**src/rtl/join_pkg.sv**
```systemverilog
// Shared helpers for the join_buf elastic join: pointer sizing and counter width.
package join_pkg;

  localparam int CNT_W = 32;

  // Ceiling log2, usable in constant expressions for parameter-derived widths.
  function automatic int clog2_f(input int value);
    int result;
    result = 0;
    for (int i = 0; i < 31; i++) begin
      if ((1 << i) < value) result = i + 1;
    end
    return result;
  endfunction

  // FIFO pointers carry one extra wrap bit above the address bits.
  function automatic int ptr_w_f(input int depth);
    return clog2_f(depth) + 1;
  endfunction

endpackage

```
**src/rtl/join_fifo.sv**
```systemverilog
// Per-channel FIFO for join_buf: wrap-bit pointers, registered ready, head read from state.
module join_fifo
  import join_pkg::*;
#(
  parameter int DATA_W = 8,
  parameter int DEPTH  = 2
) (
  input  logic              clock,
  input  logic              reset,
  input  logic [DATA_W-1:0] i_data,
  input  logic              i_valid,
  output logic              o_ready,
  input  logic              i_pop,
  output logic [DATA_W-1:0] o_head,
  output logic              o_empty
);

  localparam int PTR_W  = ptr_w_f(DEPTH);
  localparam int ADDR_W = PTR_W - 1;

  logic [PTR_W-1:0]  r_wr_ptr;
  logic [PTR_W-1:0]  r_rd_ptr;
  logic [DATA_W-1:0] r_mem [DEPTH];

  logic w_full;
  logic w_push;
  logic w_pop;

  assign w_full  = (r_wr_ptr[PTR_W-1] != r_rd_ptr[PTR_W-1]) &&
                   (r_wr_ptr[ADDR_W-1:0] == r_rd_ptr[ADDR_W-1:0]);
  assign o_empty = (r_wr_ptr == r_rd_ptr);
  assign o_ready = !w_full;
  assign w_push  = i_valid && !w_full;
  assign w_pop   = i_pop && !o_empty;
  assign o_head  = r_mem[r_rd_ptr[ADDR_W-1:0]];

  // NOTE: sequential state uses non-blocking assignments so every register samples pre-edge values.
  always_ff @(posedge clock or negedge reset) begin
    if (!reset) begin
      r_wr_ptr <= '0;
      r_rd_ptr <= '0;
    end else begin
      if (w_push) r_wr_ptr <= r_wr_ptr + PTR_W'(1);
      if (w_pop)  r_rd_ptr <= r_rd_ptr + PTR_W'(1);
    end
  end

  // NOTE: the storage is reset on purpose, since the head is visible on io_dout and must read 0 out of reset.
  always_ff @(posedge clock or negedge reset) begin
    if (!reset) begin
      for (int i = 0; i < DEPTH; i++) r_mem[i] <= '0;
    end else if (w_push) begin
      r_mem[r_wr_ptr[ADDR_W-1:0]] <= i_data;
    end
  end

endmodule

```
**src/rtl/join_buf.sv**
```systemverilog
// N-input elastic join: one FIFO per channel, all channels pop together on fire.
// Optional statistics counters are enabled with the JOIN_STATS_EN macro.
module join_buf
  import join_pkg::*;
#(
  parameter int NUM_IN = 2,
  parameter int DATA_W = 8,
  parameter int DEPTH  = 2
) (
  input  logic                     clock,
  input  logic                     reset,
  input  logic [NUM_IN*DATA_W-1:0] io_din,
  input  logic [NUM_IN-1:0]        io_din_v,
  output logic [NUM_IN-1:0]        io_din_r,
  output logic [NUM_IN*DATA_W-1:0] io_dout,
  output logic                     io_dout_v,
  input  logic                     io_dout_r
`ifdef JOIN_STATS_EN
  ,
  output logic [CNT_W-1:0]         io_fire_cnt,
  output logic [CNT_W-1:0]         io_stall_cnt
`endif
);

  logic [NUM_IN-1:0] w_empty;
  logic              w_fire;

  for (genvar g = 0; g < NUM_IN; g++) begin : g_ch
    join_fifo #(
      .DATA_W (DATA_W),
      .DEPTH  (DEPTH)
    ) u_fifo (
      .clock   (clock),
      .reset   (reset),
      .i_data  (io_din[g*DATA_W +: DATA_W]),
      .i_valid (io_din_v[g]),
      .o_ready (io_din_r[g]),
      .i_pop   (w_fire),
      .o_head  (io_dout[g*DATA_W +: DATA_W]),
      .o_empty (w_empty[g])
    );
  end

  assign io_dout_v = &(~w_empty);
  assign w_fire    = io_dout_v && io_dout_r;

`ifdef JOIN_STATS_EN
  logic [CNT_W-1:0] r_fire_cnt;
  logic [CNT_W-1:0] r_stall_cnt;

  // Both counters stick at all-ones rather than wrapping.
  always_ff @(posedge clock or negedge reset) begin
    if (!reset) begin
      r_fire_cnt  <= '0;
      r_stall_cnt <= '0;
    end else begin
      if (w_fire && (r_fire_cnt != '1))
        r_fire_cnt <= r_fire_cnt + CNT_W'(1);
      if (io_dout_v && !io_dout_r && (r_stall_cnt != '1))
        r_stall_cnt <= r_stall_cnt + CNT_W'(1);
    end
  end

  assign io_fire_cnt  = r_fire_cnt;
  assign io_stall_cnt = r_stall_cnt;
`endif

endmodule

```
**config.mk**
```make
export PLATFORM = sky130hd
export DESIGN_NAME = join_buf
export DESIGN_NICKNAME = d
export VERILOG_FILES = /design/src/rtl/join_pkg.sv /design/src/rtl/join_fifo.sv /design/src/rtl/join_buf.sv
export SDC_FILE = /design/constraint.sdc
export NUM_CORES = 1
export LEC_CHECK = 0
export BUFFER_PORTS_ARGS = -buffer_cell sky130_fd_sc_hd__buf_2
export CAP_MARGIN = 10
export CORE_ASPECT_RATIO = 1.4
export CORE_MARGIN = 2
export CORE_UTILIZATION = 40
export DETAILED_ROUTE_END_ITERATION = 8
export PLACE_DENSITY_LB_ADDON = 0.05
export SLEW_MARGIN = 20
export SYNTH_ARGS = -nofsm -noshare
export SYNTH_HDL_FRONTEND = slang
export SYNTH_HIERARCHICAL = 1
export SYNTH_SLANG_ARGS = --single-unit
```
**constraint.sdc**
```tcl
create_clock -name clock -period 4.8 [get_ports clock]
set_clock_uncertainty 0.15 [all_clocks]
set_input_delay 0.96 -clock clock [delete_from_list [all_inputs] [get_ports clock]]
set_output_delay 0.96 -clock clock [all_outputs]
set_load 0.005 [all_outputs]
```
======== Yosys cells after proc, flatten, opt, wreduce, memory -nomap -nowiden ========
Cells that the tools add are included.
storage, ports and cells
  bits in registers ....................... 40
  input bits .............................. 21
  word-level logic and storage cells ...... 55
cells by class
  bitwise logic cells ..................... 5
  mux-type cells .......................... 12
  reductions and logical operators ........ 14
  add/subtract/negate cells ............... 4
  order comparisons ....................... 6
  eq/ne operators ......................... 6
operator list
  operator             number
  $mux 8               8
  $bwmux 16            2
  $demux 8 s1          2
  $logic_and 1x1->1    9
  $add 2x1->2 const B  4
  $ge 2x2->1 const B   4
  $not 1->2            4
  $eq 2x2->1           2
  $logic_not 1->1      4
  $lt 2x1->1 const B   2
  $eq 1x1->1           2
  $ne 1x1->1           2
  $not 2->2            1
  $reduce_and 2->1     1

======== Logic depth before layout (Yosys ltp) ========
  word-level depth ........................ 6
  mapped depth ............................ 8
  depth with buffers taken out ............ 6

======== Modules after synthesis ========
Netlist, hierarchy kept.
modules (own cells, without submodules)
  module                       sequential area each (um^2)  times used  cells an instance  area an instance (um^2)
  join_fifo at g_ch[1].u_fifo  500.5                        1           69                 949.7
  join_fifo at g_ch[0].u_fifo  500.5                        1           67                 934.6
  join_buf                     0.0                          1           2                  16.3

======== Worst setup path before layout ========
OpenSTA, ideal clock, no wires.
  path type ............................... flip-flop to output port
  start point ............................. reg g_ch[0].u_fifo.r_rd_ptr[0]
  end point ............................... out io_dout_v
  data arrival time ....................... 1.100 ns
  slack ................................... 2.590 ns
  required time ........................... 3.690 ns
  buffers on the path ..................... 2
  stages on the path, launching flop included .. 6
  cells stage by stage .................... dfrtp_1 -> clkbuf_2 -> buf_2 -> xnor2_1 -> and2_2 -> nor2_1
on the way
  longest elaborated chain between the ends .. 3
RTL lines
  item                    RTL line         source
  from (decl)             join_fifo.sv:22  logic [PTR_W-1:0] r_rd_ptr;
  from (signal assigned)  join_fifo.sv:44  if (w_pop) r_rd_ptr <= r_rd_ptr + PTR_W'(1);
  $eq 2x2->1              join_fifo.sv:31  assign o_empty = (r_wr_ptr == r_rd_ptr);
  via w_empty[0]          join_buf.sv:25   logic [NUM_IN-1:0] w_empty;
  $not 2->2               join_buf.sv:44   assign io_dout_v = &(~w_empty);
  $reduce_and 2->1        join_buf.sv:44
  to (decl)               join_buf.sv:16   output logic io_dout_v,
The timed path passes the listed nets, and every way through them passes these cells.

======== Worst setup path in the final report ========
Same ends and word-level chain as after synthesis.

==> flow_metrics.env <==
export IMPL_max_cap_violations=0
export IMPL_drive_gt1_share_pct=58.2
export IMPL_h_tree_depth=2
export IMPL_post_cts_setup_buffers=0
export IMPL_nNetsFinal=200
export IMPL_grt_pass1_wl_mm=6.33
export IMPL_syn_area_per_cell_um2=13.8
export IMPL_grt_pass1_vias=1346
export IMPL_status="finished clean"
export IMPL_synth_cell_types=22
export IMPL_synthCells=138
export IMPL_area_growth_pct=16.7
export IMPL_coreArea_mm2=0.00454
export IMPL_hpwl_mm=2.64
export IMPL_p_per_area_mw_per_mm2=742
export IMPL_synth_edf_count=0
export IMPL_crit_required_ns=3.69
export IMPL_vias_per_cell=4.98
export IMPL_yosysWarnings=6
export IMPL_cp_arrival_ns=1.62
export IMPL_crit_type="register to output pin"
export IMPL_r2r_end="g_ch[0].u_fifo/r_rd_ptr[1]"
export IMPL_tns_ns=0
export IMPL_yosys_register_bits=40
export IMPL_row_count=29
export IMPL_num_vias=1190
export IMPL_p_leak_nw=0.983
export IMPL_setup_viol=0
export IMPL_routedWlPerCell_um=15.1
export IMPL_insertion_delay_ns=0.28
export IMPL_clock_sinks=40
export IMPL_dieArea_mm2=0.00533
export IMPL_grt_start_max_net_pins=41
export IMPL_hold_path_depth=1
export IMPL_seq_area_frac_synth_pct=52.7
export IMPL_finalHoldViolCount=0
export IMPL_worstPathMaxFanout=14
export IMPL_ctsResizeCount=0
export IMPL_finalPower_mw=1.64
export IMPL_synth_nets=159
export IMPL_grt_antenna_before_repair=0
export IMPL_worstMarginPinSlew_ns=0.901
export IMPL_min_period_ns=2.73
export IMPL_overflow=0
export IMPL_drc=0
export IMPL_numCtsBuffers=5
export IMPL_cp_start_kind="register"
export IMPL_initial_core_util_pct=41.9
export IMPL_clockBufferDepth=2
export IMPL_relSlewSlack_pct=40.0
export IMPL_drt_iter0_markers=19
export IMPL_min_to="g_ch[0].u_fifo/r_mem[9]"
export IMPL_cts_root_buf="clkbuf_8"
export IMPL_diodes=0
export IMPL_ant_nets=0
export IMPL_rsz0062_at_grt="false"
export IMPL_ff2ff_path_depth=6
export IMPL_track_usage_pct=15.6
export IMPL_slew_violations=0
export IMPL_min_from="g_ch[0].u_fifo/r_mem[9]"
export IMPL_synth_ff_type="dfrtp_1"
export IMPL_fin_crit_sh_pct=57.0
export IMPL_ir_worst_vdd_mv=0.295
export IMPL_clkTransAtPathRegs_ns=0.07
export IMPL_netlist_area_mm2=0.00190
export IMPL_crit_path_end_kind="output pin"
export IMPL_place_congestion=0.639
export IMPL_reg2reg_slack_ns=2.56
export IMPL_async_flop_share_pct=100
export IMPL_worst_r2r_startpoint="g_ch[1].u_fifo/r_rd_ptr[0]"
export IMPL_routed_wl_mm=3.61
export IMPL_cts_tree="done"
export IMPL_dieHeight_um=85.6
export IMPL_firstDrtPassIters=4
export IMPL_hp_class="register to register"
export IMPL_pin_count=40
export IMPL_die_x_um=62.3
export IMPL_fmax_mhz=366
export IMPL_hold_buffers=0
export IMPL_io_buffers=39
==> Yosys cell counts, types with 3 or more instances <==
library cell,count,area [um^2]
buf_2,4,20.0
dfrtp_1,40,1000
mux2_2,52,586
mux2i_1,4,40.0
nand2_1,8,30.0
nor2_1,3,11.3
o21ai_0,4,20.0
xnor2_1,3,26.3
==> metal layers <==
layer / global-route usage, % / part of all wire [%] / vias to the layer above
li1: - / - / 567
met1: 15.1 / 36 / 585
met2: 30.3 / 57 / 30
met3: 4.20 / 4.8 / 8
met4: 7.68 / 2.4 / 0
met5: 0 / 0 / -
==> registers in the layout (all words and copies together) (netlist names) <==
register,count
g_ch.u_fifo/r_mem,32
g_ch.u_fifo/r_wr_ptr,4
g_ch.u_fifo/r_rd_ptr,4
==> worst max-delay path, stage by stage, from the launching register on <==
cell and delay (ns):
dfrtp_1 0.77, xnor2_1 0.18, and2_2 0.21, nor2_1 0.07, buf_2 0.11
==> worst max path at each step <==
stage	start	end	slack, ns	cells after the start
floorplan	g_ch[0].u_fifo/r_rd_ptr[0]	io_dout_v	2.59	5
global placement	g_ch[1].u_fifo/r_rd_ptr[0]	io_dout_v	2.37	4
detailed placement	g_ch[0].u_fifo/r_rd_ptr[0]	io_dout_v	2.35	4
CTS	g_ch[1].u_fifo/r_rd_ptr[0]	io_dout_v	2.03	4
global route	g_ch[0].u_fifo/r_rd_ptr[0]	io_dout_v	1.94	4
finish	g_ch[0].u_fifo/r_rd_ptr[0]	io_dout_v	2.07	4
==> metrics by stage <==
stage,instance area (um^2),instances,setup WS (ns),util [%],hold slack [ns]
global placement,2150,234,2.37,47.4,0.333
detailed placement,2150,234,2.35,47.4,0.342
global route,2220,239,1.94,48.9,0.366
floorplan,1900,138,2.59,-,0.325
CTS,2220,239,2.03,48.9,0.359
finish,2220,239,2.07,48.9,0.354
==> layout by cell type (no fill, tap or decap), types with 3 or more instances in the layout <==
cell / n
nor2_1: 3
dfrtp_1: 40
mux2i_1: 4
nand2_1: 8
buf_2: 39
o21ai_0: 4
xnor2_1: 3
mux2_2: 52
clkbuf_8: 5
==> cell families (layout without fill, tap and decap cells) <==
group | Yosys count | after routing | share of synthesized area (%)
multiplexers | 56 | 56 | 32.9
flip-flops | 40 | 40 | 52.7
AND/OR/NAND/NOR | 16 | 16 | 4.21
AO/OA/AOI/OAI | 13 | 13 | 5.33
buffers and inverters | 7 | 46 | 1.71
XOR/XNOR | 6 | 6 | 3.16
==> power breakdown <==
part | leakage, nW | switching (mW) | internal, mW | total (mW)
logic | 0.476 | 0.311 | 0.463 | 0.774
registers | 0.472 | 0.162 | 0.513 | 0.675
clock network | 0.0359 | 0.102 | 0.0936 | 0.196
total | 0.983 | 0.575 | 1.07 | 1.64
==> final cells by class <==
cell class                 count  area, um^2
fill                         449        2320
sequential                    40        1000
multi-input combinational     91         867
timing repair buffer          39         195
tap                           62        77.6
clock buffer                   5        68.8
inverter                       2        7.51
No activity file was read; power rests on OpenSTA's default activity.
